===== src/rtl/pipe_hazard_sequencer.sv =====
// pipe_hazard_sequencer: run-state FSM, hazard detection and E-stage
// forwarding control for the 5-stage F/D/E/M/W pipeline, plus a
// RUN+DRAIN cycle counter used for benchmark timing.
module pipe_hazard_sequencer #(
  parameter int unsigned REG_BITS     = 4,
  parameter int unsigned FLUSH_CYCLES = 2,
  parameter int unsigned DRAIN_CYCLES = 3
) (
  input  logic                clk,
  input  logic                reset,
  input  logic                start,
  input  logic                halt_req,
  input  logic                BranchTakenE,
  input  logic                MemtoRegE,
  input  logic [REG_BITS-1:0] WA3E,
  input  logic [REG_BITS-1:0] WA3M,
  input  logic [REG_BITS-1:0] WA3W,
  input  logic                RegWriteM,
  input  logic                RegWriteW,
  input  logic [REG_BITS-1:0] RA1D,
  input  logic [REG_BITS-1:0] RA2D,
  input  logic [REG_BITS-1:0] RA1E,
  input  logic [REG_BITS-1:0] RA2E,
  output logic                StallF,
  output logic                StallD,
  output logic                FlushD,
  output logic                FlushE,
  output logic [1:0]          ForwardAE,
  output logic [1:0]          ForwardBE,
  output logic                running,
  output logic                done,
  output logic [31:0]         cycle_count
);

  localparam int unsigned FCW = (FLUSH_CYCLES > 1) ? $clog2(FLUSH_CYCLES) : 1;
  localparam int unsigned DCW = (DRAIN_CYCLES > 1) ? $clog2(DRAIN_CYCLES) : 1;
  localparam logic [FCW-1:0]      FLUSH_LOAD = FCW'(FLUSH_CYCLES - 1);
  localparam logic [DCW-1:0]      DRAIN_LOAD = DCW'(DRAIN_CYCLES - 1);
  localparam logic [REG_BITS-1:0] PC_REG     = REG_BITS'(15);

  typedef enum logic [1:0] {
    S_IDLE  = 2'd0,
    S_RUN   = 2'd1,
    S_DRAIN = 2'd2,
    S_DONE  = 2'd3
  } state_t;

  state_t         state_q;
  logic [FCW-1:0] flush_cnt_q;
  logic [DCW-1:0] drain_cnt_q;
  logic [31:0]    cycle_count_q;

  logic lwstall;
  logic branch_now;

  assign lwstall    = MemtoRegE & ((WA3E == RA1D) | (WA3E == RA2D));
  // A branch only registers when no flush window is open; inside the window
  // the E slot holds a bubble, so BranchTakenE there is spurious.
  assign branch_now = BranchTakenE & (flush_cnt_q == '0);

  // Run-state FSM, flush-window and drain counters, benchmark cycle counter.
  always_ff @(posedge clk or posedge reset) begin
    if (reset) begin
      state_q       <= S_IDLE;
      flush_cnt_q   <= '0;
      drain_cnt_q   <= '0;
      cycle_count_q <= '0;
    end else begin
      case (state_q)
        S_IDLE, S_DONE: begin
          if (start) begin
            state_q       <= S_RUN;
            cycle_count_q <= '0;
          end
        end
        S_RUN: begin
          cycle_count_q <= cycle_count_q + 32'd1;
          if (halt_req) begin
            state_q     <= S_DRAIN;
            drain_cnt_q <= DRAIN_LOAD;
            flush_cnt_q <= '0;
          end else if (branch_now) begin
            flush_cnt_q <= FLUSH_LOAD;
          end else if (flush_cnt_q != '0) begin
            flush_cnt_q <= flush_cnt_q - FCW'(1);
          end
        end
        S_DRAIN: begin
          cycle_count_q <= cycle_count_q + 32'd1;
          if (drain_cnt_q == '0) begin
            state_q <= S_DONE;
          end else begin
            drain_cnt_q <= drain_cnt_q - DCW'(1);
          end
        end
        default: state_q <= S_IDLE;
      endcase
    end
  end

  // Pipeline stall/flush controls decoded from state and current hazards.
  always_comb begin
    StallF = 1'b1;
    StallD = 1'b0;
    FlushD = 1'b1;
    FlushE = 1'b1;
    case (state_q)
      S_RUN: begin
        // A taken branch squashes the stalled instructions anyway, so it
        // overrides the load-use stall.
        StallF = lwstall & ~branch_now;
        StallD = lwstall & ~branch_now;
        FlushD = branch_now | (flush_cnt_q != '0);
        FlushE = branch_now | lwstall;
      end
      S_DRAIN: begin
        FlushE = 1'b0;
      end
      default: ;
    endcase
  end

  // E-stage forwarding selects; M result has priority, R15 is never forwarded.
  always_comb begin
    ForwardAE = 2'b00;
    ForwardBE = 2'b00;
    if (RegWriteM && (WA3M == RA1E) && (RA1E != PC_REG))      ForwardAE = 2'b10;
    else if (RegWriteW && (WA3W == RA1E) && (RA1E != PC_REG)) ForwardAE = 2'b01;
    if (RegWriteM && (WA3M == RA2E) && (RA2E != PC_REG))      ForwardBE = 2'b10;
    else if (RegWriteW && (WA3W == RA2E) && (RA2E != PC_REG)) ForwardBE = 2'b01;
  end

  assign running     = (state_q == S_RUN) | (state_q == S_DRAIN);
  assign done        = (state_q == S_DONE);
  assign cycle_count = cycle_count_q;

endmodule


===== config.mk =====
export PLATFORM = sky130hd
export DESIGN_NAME = pipe_hazard_sequencer
export DESIGN_NICKNAME = d
export VERILOG_FILES = /design/src/rtl/pipe_hazard_sequencer.sv
export SDC_FILE = /design/constraint.sdc
export NUM_CORES = 1
export LEC_CHECK = 0
export ABC_AREA = 1
export BUFFER_PORTS_ARGS = -buffer_cell sky130_fd_sc_hd__buf_2
export CAP_MARGIN = 10
export CORE_ASPECT_RATIO = 1.75
export CORE_MARGIN = 10
export CORE_UTILIZATION = 43
export DETAILED_ROUTE_END_ITERATION = 16
export GPL_TIMING_DRIVEN = 1
export PLACE_DENSITY = 0.64
export SYNTH_ARGS = -nofsm -noshare
export SYNTH_HDL_FRONTEND = slang
export SYNTH_SLANG_ARGS = --single-unit

===== constraint.sdc =====
create_clock -name clk -period 4.7 [get_ports clk]
set_input_delay 0.235 -clock clk [delete_from_list [all_inputs] [get_ports clk]]
set_output_delay 0.235 -clock clk [all_outputs]
set_load 0.01 [all_outputs]

==> flow_summary.ini, run 1 <==
[min_path]
hp-class = input pin to asynchronous set/reset pin

[placed_design]
numPortBuffers = 77
gp_congestion = 0.887
dp_cells = 551
hpwl_um = 6120

[timing]
fin_worst_skew_ns = 0.0112
fin_crit_sh = 0.425
rsz0062_at_grt = no
maxSlewHeadroom = 0.326
tightest_slew_ns = 1.01
fin_crit_ns = 2.00
hold_viol = 0
clock.fmax_mhz = 500
slew_viol_final = 0
finalSetupTns_ns = 0
setup_violations = 0

[grt]
antenna_found_initial = 0
grt_pass1_vias = 2695
gr-total-overflow = 0
grt_max_degree = 38
grt_pass1_wl_um = 12100
grt_util_all_layers = 0.152

[floorplan]
dieWidth_um = 79.3
coreArea_mm2 = 0.00593
ios = 78
start_util = 0.446
fp-row-count = 37
fp.dieH_um = 124
die-area_mm2 = 0.00980

[clock_network]
cts_buffers = 5
clkSinkCount = 37
cts_tree = yes
cts_resized = 0
htree_levels = 2
post_cts_buffers = 0
cts-root-buf = clkbuf_8
clk_latency_ns = 0.29
cts_max_path_buffers = 2
clk_pin_slew_ns = 0.08
cts_hold_buf = 0

[drt]
wl_per_cell_um = 13.6
drtIter0Drc = 92
viasPerCell = 4.97
routed_wl_um = 7590
detail-route-antenna-nets = 0
drc = 0
via_count = 2780
firstDrtPassIters = 4

[finish]
final_cell_mix = nand2_1 (115), buf_2 (77), inv_1 (66)
area_delta_synth_final_pct = 22.0
nNetsFinal = 521
antenna_cells = 0
multi_input_area_mm2 = 0.00144
drive_gt1_frac = 0.227
final_common_cell = nand2_1
register_area_um2 = 926
fill_cells = 654
fin_cells = 559

[setup_path]
crit_path_start_kind = flop
crit_buf_inv = 1
slowest_delay_ns = 0.63
crit_fanout = 29
crit_family = simple AND/OR/NAND/NOR gates
crit_chain = inv_1, ha_1, nand2_1, nand3_1, o21ai_0
end_kind = flop
cp_slowest_cell = nand2_1
crit_required_ns = 4.86
path_class = flop to flop
cp.arrival_ns = 2.16

[logic_synthesis]
syn_nets = 440
synth_area_mm2 = 0.00264
ys_types = 32
syn_inst = 399
ys.warnings.count = 0
synth.avg_cell_area_um2 = 6.62
ys_seq_area_frac = 0.350
synth-seq-cells = 37

[pwr]
power-per-cell-area_mw_per_mm2 = 328
p_leak_nw = 1.78
ir_worst_vdd_mv = 0.200

[flow_run]
drv_cap = 0

[run_status]
status = finished clean
[cells by family (layout without fill, tap and decap cells)]
kind of cell,after synthesis,count (layout),share of synthesized area
and+or+nand+nor,231,231,0.403
buffers and inverters,72,154,0.106
AOI/OAI and AO/OA,48,48,0.0966
DFF,37,37,0.350
xor gates and xnor gates,6,6,0.0199
adders and majority gates,5,5,0.0237
[final timing paths]
check                                            from                          end  slack [ns]  cells past startpoint
setup / recovery               state_q[0]$_DFFE_PP0P_  cycle_count[16]$_DFFE_PP0P_        2.70                      5
max in group asynchronous                       reset  cycle_count[24]$_DFFE_PP0P_        4.30                      3
hold reg to reg            drain_cnt_q[1]$_DFFE_PP0P_   drain_cnt_q[1]$_DFFE_PP0P_        0.53                      2
min in group clk                             halt_req      flush_cnt_q$_DFFE_PP0N_        0.30                      3
setup reg to reg               state_q[0]$_DFFE_PP0P_  cycle_count[16]$_DFFE_PP0P_        2.70                      5
hold / removal                                  reset  cycle_count[15]$_DFFE_PP0P_        0.05                      3
[sequential cells by signal, indices dropped and copies added, names as in the netlist]
signal,flops
cycle_count,32
state_q,2
drain_cnt_q,2
flush_cnt_q,1
[report_power, final]
group	switching, mW	internal (mW)	leakage [nW]
logic	0.258	0.130	1.22
clock network	0.114	0.173	0.0585
registers	0.0286	0.355	0.502
[synthesized netlist by cell type]
master	n	area, µm²
o21ai_0	21	105
xnor2_1	2	17.5
a32oi_1	1	8.76
nand3_2	1	10.0
inv_2	2	7.51
nor3_1	1	5.00
nand4_1	14	87.6
dfrtp_1	37	926
o22ai_1	2	12.5
or2_1	1	6.26
buf_2	2	10.0
and3_1	1	6.26
nand2_2	6	37.5
nor2_1	40	150
nor2_4	8	90.1
o221ai_1	1	8.76
clkbuf_1	1	3.75
nand3_1	35	175
nor2_2	5	31.3
buf_6	1	11.3
inv_1	66	248
a21oi_1	12	60.1
a21boi_0	1	7.51
nor3b_1	1	7.51
or2_4	1	8.76
ha_1	5	62.6
nand3b_1	1	7.51
o21ai_1	9	45.0
nand2_1	115	432
xor2_1	4	35.0
nand3b_2	1	11.3
o211ai_1	1	7.51
[routing by layer]
layer	share of wire	GRT usage	wire, µm
met5	0	0	0
met4	0.013	0.0597	101
met3	0.061	0.0433	463
met2	0.56	0.298	4230
met1	0.37	0.141	2800
[worst register-to-register path, delay by kind of cell (launching register included)]
kind	cells	cell delay, ns
AOI/OAI and AO/OA	1	0.11
adders and majority gates	1	0.38
DFF	1	0.39
buffers and inverters	1	0.06
and+or+nand+nor	2	0.92
[stage by stage]
stage	setup WS (ns)	utilization	hold WS (ns)	total power [mW]	area, µm²
final	2.70	0.544	0.0545	1.06	3220
after global routing	2.51	0.544	0.0973	1.14	3220
after CTS	2.67	0.544	0.0686	1.07	3220
after detailed placement	2.67	0.524	0.386	0.783	3110
after global placement	2.78	0.524	0.384	0.770	3110
after floorplan	3.13	-	0.415	0.675	2640
[final cells by class]
type / count / area share
Sequential cell: 37 / 0.287
Tap cell: 78 / 0.0303
Clock buffer: 7 / 0.0268
Inverter: 68 / 0.0792
Clock inverter: 1 / 0.00931
Multi-Input combinational cell: 290 / 0.445
Timing Repair Buffer: 78 / 0.122
No activity file was read; power rests on OpenSTA's default activity.
==> run 2, diff against run 1 <==
==> constraint.sdc (replaced) <==
create_clock -name clk -period 2 [get_ports clk]
set_input_delay 0.1 -clock clk [delete_from_list [all_inputs] [get_ports clk]]
set_output_delay 0.1 -clock clk [all_outputs]
set_load 0.01 [all_outputs]
==> run 2 against run 1 <==
Count of clock-buffer cells in the layout is 2 lower. Register-to-register slack worse by 2.4 ns. Via count is 0.22% lower. Cell area is 0.74% higher. Sequential power is 140% higher. Setup slack worse by 2.4 ns. Hold slack better by 0.080 ns. Total power is 140% higher. Largest power group unchanged.
==> flow_summary.ini, run 2 (synthesized netlist as in run 1, its figures left out) <==
[timing]
fin_crit_ns = 1.72
rsz0062_at_grt = no
hold_viol = 0
finalSetupTns_ns = 0
slew_viol_final = 0
fin_worst_skew_ns = 0.00509
maxSlewHeadroom = 0.666
fin_crit_sh = 0.861
tightest_slew_ns = 0.501
clock.fmax_mhz = 581
setup_violations = 0

[pwr]
power-per-cell-area_mw_per_mm2 = 782
p_leak_nw = 1.79
p_int_mw = 1.55
swShare = 0.389
pwr-share-seq = 0.356
combPwrFrac = 0.378
switching_power_uw = 988
finalPower_mw = 2.54
p_clk_frac = 0.267
ir_worst_vdd_mv = 0.372

[finish]
final_common_cell = nand2_1
final_cell_mix = nand2_1 (115), buf_2 (77), inv_1 (66)
area_delta_synth_final_pct = 22.9
drive_gt1_frac = 0.231
antenna_cells = 0
largest_reg_flops = 32
utilization = 0.548
nNetsFinal = 524
fin_area_mm2 = 0.00325

[min_path]
min_from = start
whs_path_depth = 3
hold_end = cycle_count[4]$_DFFE_PP0P_
hp-class = input pin to flop

[floorplan]
fp-row-count = 37
coreArea_mm2 = 0.00593
die-area_mm2 = 0.00980
ios = 78
fp.dieH_um = 124
start_util = 0.446
dieWidth_um = 79.3

[drt]
wl_per_cell_um = 14.2
routed_wl_um = 7980
viasPerCell = 4.94
drc = 0
drtIter0Drc = 115
firstDrtPassIters = 4
via_count = 2774
detail-route-antenna-nets = 0

[clock_network]
cts_buffers = 5
clk_pin_slew_ns = 0.08
clkSinkCount = 37
cts_tree = yes
cts-root-buf = clkbuf_8
cts_max_path_buffers = 2
htree_levels = 2
cts_resized = 0
clk_latency_ns = 0.30

[grt]
grt_pass1_vias = 2693
grt_pass1_wl_um = 12900
gr-total-overflow = 0
grt_util_all_layers = 0.165
antenna_found_initial = 0
grt_max_degree = 38

[setup_path]
path_class = flop to flop
crit_path_start_kind = flop
cp_slowest_cell = dfrtp_1
crit_chain = inv_1, ha_1, inv_2, nand2_2, nor2_4, nand2_2, nor2_4, nand2_1, nand3_1, o21ai_1
end_kind = flop
crit_buf_inv = 2
crit_fanout = 8
crit_required_ns = 2.18
r2r-end = cycle_count[13]$_DFFE_PP0P_
slowest_delay_ns = 0.39
cp.arrival_ns = 1.90
timing.rr.start = state_q[0]$_DFFE_PP0P_
crit_family = simple AND/OR/NAND/NOR gates
reg2regPathDepth = 10
worst-r2r-setup-slack_ns = 0.28

[placed_design]
place_area_mm2 = 0.00312
hpwl_um = 6440
gp_congestion = 0.886
numPortBuffers = 77

[run_status]
status = finished clean

[flow_run]
drv_cap = 0
-- run 2: metal layers --
metal  wire [µm]  vias to the layer above  track usage
li1            -                     1436            -
met1        2790                     1256        0.157
met2        4560                       73        0.323
met3         489                        9       0.0404
met4         135                        0       0.0676
met5           0                        -            0
-- run 2: what timing repair did --
| action | 4_1_cts | 5_1_grt |
|---|---|---|
| endpoints found under the hold margin | 37 | 0 |
| setup endpoints to repair | 0 | 0 |
| hold buffers | 1 | 0 |
| buffers inserted | 0 | 0 |
-- run 2: power groups by stage --
stage / Clock, mW / Combinational (mW) / Sequential [mW]
after detailed placement: 0 / 0.980 / 0.921
final: 0.677 / 0.960 / 0.904
after CTS: 0.703 / 0.985 / 0.905
after global placement: 0 / 0.961 / 0.916
after floorplan: 0 / 0.664 / 0.921
after global routing: 0.725 / 1.10 / 0.920
-- run 2: layout make-up --
class	count	area, µm²
clock buffer	5	68.8
timing repair buffer	81	418
multi-input combinational	290	1440
inverter	68	255
tap	78	97.6
clock inverter	3	46.3
fill	616	2680
sequential	37	926
-- run 2: worst max-delay path by stage --
stage | slack, ns | endpoint | cells past startpoint | startpoint
after global placement | 0.32 | cycle_count[19]$_DFFE_PP0P_ | 10 | state_q[0]$_DFFE_PP0P_
after floorplan | 0.43 | cycle_count[13]$_DFFE_PP0P_ | 10 | state_q[0]$_DFFE_PP0P_
after CTS | 0.26 | cycle_count[13]$_DFFE_PP0P_ | 10 | state_q[0]$_DFFE_PP0P_
final | 0.28 | cycle_count[13]$_DFFE_PP0P_ | 10 | state_q[0]$_DFFE_PP0P_
after detailed placement | 0.28 | cycle_count[18]$_DFFE_PP0P_ | 8 | state_q[0]$_DFFE_PP0P_
after global routing | 0.06 | cycle_count[18]$_DFFE_PP0P_ | 8 | state_q[0]$_DFFE_PP0P_
-- run 2: worst reg2reg max path, stage by stage (launching register included) --
cell	delay [ns]
dfrtp_1	0.39
inv_1	0.06
ha_1	0.37
inv_2	0.09
nand2_2	0.06
nor2_4	0.12
nand2_2	0.09
nor2_4	0.17
nand2_1	0.11
nand3_1	0.08
o21ai_1	0.06
-- run 2: stage by stage --
step	setup slack, ns	hold WS (ns)	std cells
after CTS	0.264	0.134	562
after detailed placement	0.280	0.255	553
after floorplan	0.429	0.280	399
final	0.278	0.134	562
after global routing	0.0637	0.145	562
after global placement	0.321	0.247	553
==> run 3, diff against run 2 <==
--- a/config.mk
+++ b/config.mk
@@ -14,6 +14,8 @@
 export DETAILED_ROUTE_END_ITERATION = 16
 export GPL_TIMING_DRIVEN = 1
 export PLACE_DENSITY = 0.64
+export RECOVER_POWER = 50
+export SETUP_SLACK_MARGIN = 0.4
 export SYNTH_ARGS = -nofsm -noshare
 export SYNTH_HDL_FRONTEND = slang
 export SYNTH_SLANG_ARGS = --single-unit
==> run 3 against run 2 <==
Count of clock-buffer cells in the layout unchanged. Via count increased by 2.5%. Register-to-register slack better by 0.14 ns. Sequential share of layout area is 1.3 points lower. Core utilization rose by 2.7 points. Die area did not move. Global-route usage increased by 0.12 points. Clock skew up 0.00066 ns. First-iteration DRC count increased by 5.2%. Cell area rose by 4.9%. Non-clock buffer count increased by 12. Clock power barely moved. Largest power group unchanged.
==> flow_summary.ini, run 3 (synthesized netlist as in run 1, its figures left out) <==
[grt]
antenna_found_initial = 0
grt_pass1_wl_um = 13000
grt_util_all_layers = 0.166
gr-total-overflow = 0
grt_max_degree = 38
grt_pass1_vias = 2727

[setup_path]
cp.arrival_ns = 1.77
reg2regPathDepth = 10
crit_end = cycle_count[15]$_DFFE_PP0P_
timing.rr.start = state_q[0]$_DFFE_PP0P_
r2r-end = cycle_count[15]$_DFFE_PP0P_
critPathLaunch = state_q[0]$_DFFE_PP0P_
crit_fanout = 8
path_class = flop to flop
worst-r2r-setup-slack_ns = 0.41
end_kind = flop
crit_path_start_kind = flop
crit_required_ns = 2.18

[clock_network]
clk_pin_slew_ns = 0.08
cts-root-buf = clkbuf_8
cts_buffers = 5
clkSinkCount = 37
htree_levels = 2
cts_tree = yes
cts_max_path_buffers = 2
clk_latency_ns = 0.30

[floorplan]
fp-row-count = 37
coreArea_mm2 = 0.00593
fp.dieH_um = 124
ios = 78
dieWidth_um = 79.3
start_util = 0.446
die-area_mm2 = 0.00980

[drt]
via_count = 2843
viasPerCell = 4.95
routed_wl_um = 8360
wl_per_cell_um = 14.6
firstDrtPassIters = 4
drc = 0
drtIter0Drc = 121
detail-route-antenna-nets = 0

[finish]
utilization = 0.575
nNetsFinal = 536
final_cell_mix = nand2_1 (112), inv_1 (61), buf_2 (56)
register_area_um2 = 928
antenna_cells = 0
largest_reg_flops = 32
final_common_cell = nand2_1
area_delta_synth_final_pct = 29.0
drive_gt1_frac = 0.248
fill_cells = 613
multi_input_area_mm2 = 0.00153

[timing]
hold_viol = 0
rsz0062_at_grt = yes
fin_crit_ns = 1.59
setup_violations = 0
finalSetupTns_ns = 0
tightest_slew_ns = 0.991
fin_crit_sh = 0.793
maxSlewHeadroom = 0.339
clock.fmax_mhz = 631
slew_viol_final = 0
fin_worst_skew_ns = 0.00575

[placed_design]
gp_congestion = 0.886
numPortBuffers = 77
hpwl_um = 6440

[min_path]
hp-class = input pin to flop

[run_status]
status = finished clean

[pwr]
p_leak_nw = 1.77
ir_worst_vdd_mv = 0.386
power-per-cell-area_mw_per_mm2 = 843

[flow_run]
drv_cap = 0
-- run 3: cell count changes in the layout (fill, tap and decap cells not counted), sizes merged --
cell,before,now
buf,80,70
clkbuf,5,27
-- run 3: how the worst min path moves through the flow --
| stage | start | end | slack, ns | cells after the start |
|---|---|---|---|---|
| 3_3_place_gp | reset | cycle_count[1]$_DFFE_PP0P_ | 0.25 | 3 |
| 2_1_floorplan | reset | cycle_count[0]$_DFFE_PP0P_ | 0.28 | 1 |
| 3_5_place_dp | reset | cycle_count[1]$_DFFE_PP0P_ | 0.25 | 3 |
| 6_report | start | cycle_count[0]$_DFFE_PP0P_ | 0.15 | 3 |
| 4_1_cts | start | cycle_count[4]$_DFFE_PP0P_ | 0.13 | 3 |
| 5_1_grt | start | cycle_count[0]$_DFFE_PP0P_ | 0.15 | 3 |
-- run 3: repair_timing --
| item | 4_1_cts | 5_1_grt |
|---|---|---|
| hold endpoints to repair | 37 | 0 |
| endpoints found under the setup margin | 24 | 24 |
| hold buffers | 1 | 0 |
| gates resized for setup | 7 | 21 |
| buffers inserted | 3 | 9 |
| pin swaps | 7 | 10 |
-- run 3: report_power, final --
group | internal, mW | switching [mW] | total (mW)
sequential | 0.839 | 0.0705 | 0.909
clock | 0.374 | 0.305 | 0.679
combinational | 0.542 | 0.744 | 1.29
-- run 3: layer usage --
metal / GRT usage / part of all wire
met4: 0.0676 / 0.019
met5: 0 / 0
met3: 0.0404 / 0.058
met1: 0.157 / 0.35
met2: 0.326 / 0.58
-- run 3: critical path, cell delays in order (launching register included) --
cell     delay (ns)
dfrtp_2        0.43
inv_2          0.08
ha_4           0.22
inv_2          0.06
nand2_2        0.05
nor2_4         0.10
nand2_2        0.08
nor2_4         0.21
nand2_2        0.10
nand3_2        0.07
o21ai_2        0.06
-- run 3: final cells by class --
class,instances,share of cell area
clock buffer,5,0.0202
clock inverter,3,0.0136
inverter,68,0.0764
multi-input combinational,290,0.448
sequential,37,0.272
tap,78,0.0286
timing repair buffer,93,0.141
-- run 3: through the flow --
stage	instances	hold slack, ns	setup slack, ns	cell area [µm²]	total power [mW]
final	574	0.145	0.414	3410	2.87
after global routing	574	0.153	0.317	3410	3.07
after CTS	565	0.134	0.382	3300	2.69
after detailed placement	553	0.255	0.280	3120	1.90
after global placement	553	0.247	0.321	3120	1.88
after floorplan	399	0.280	0.429	2640	1.59
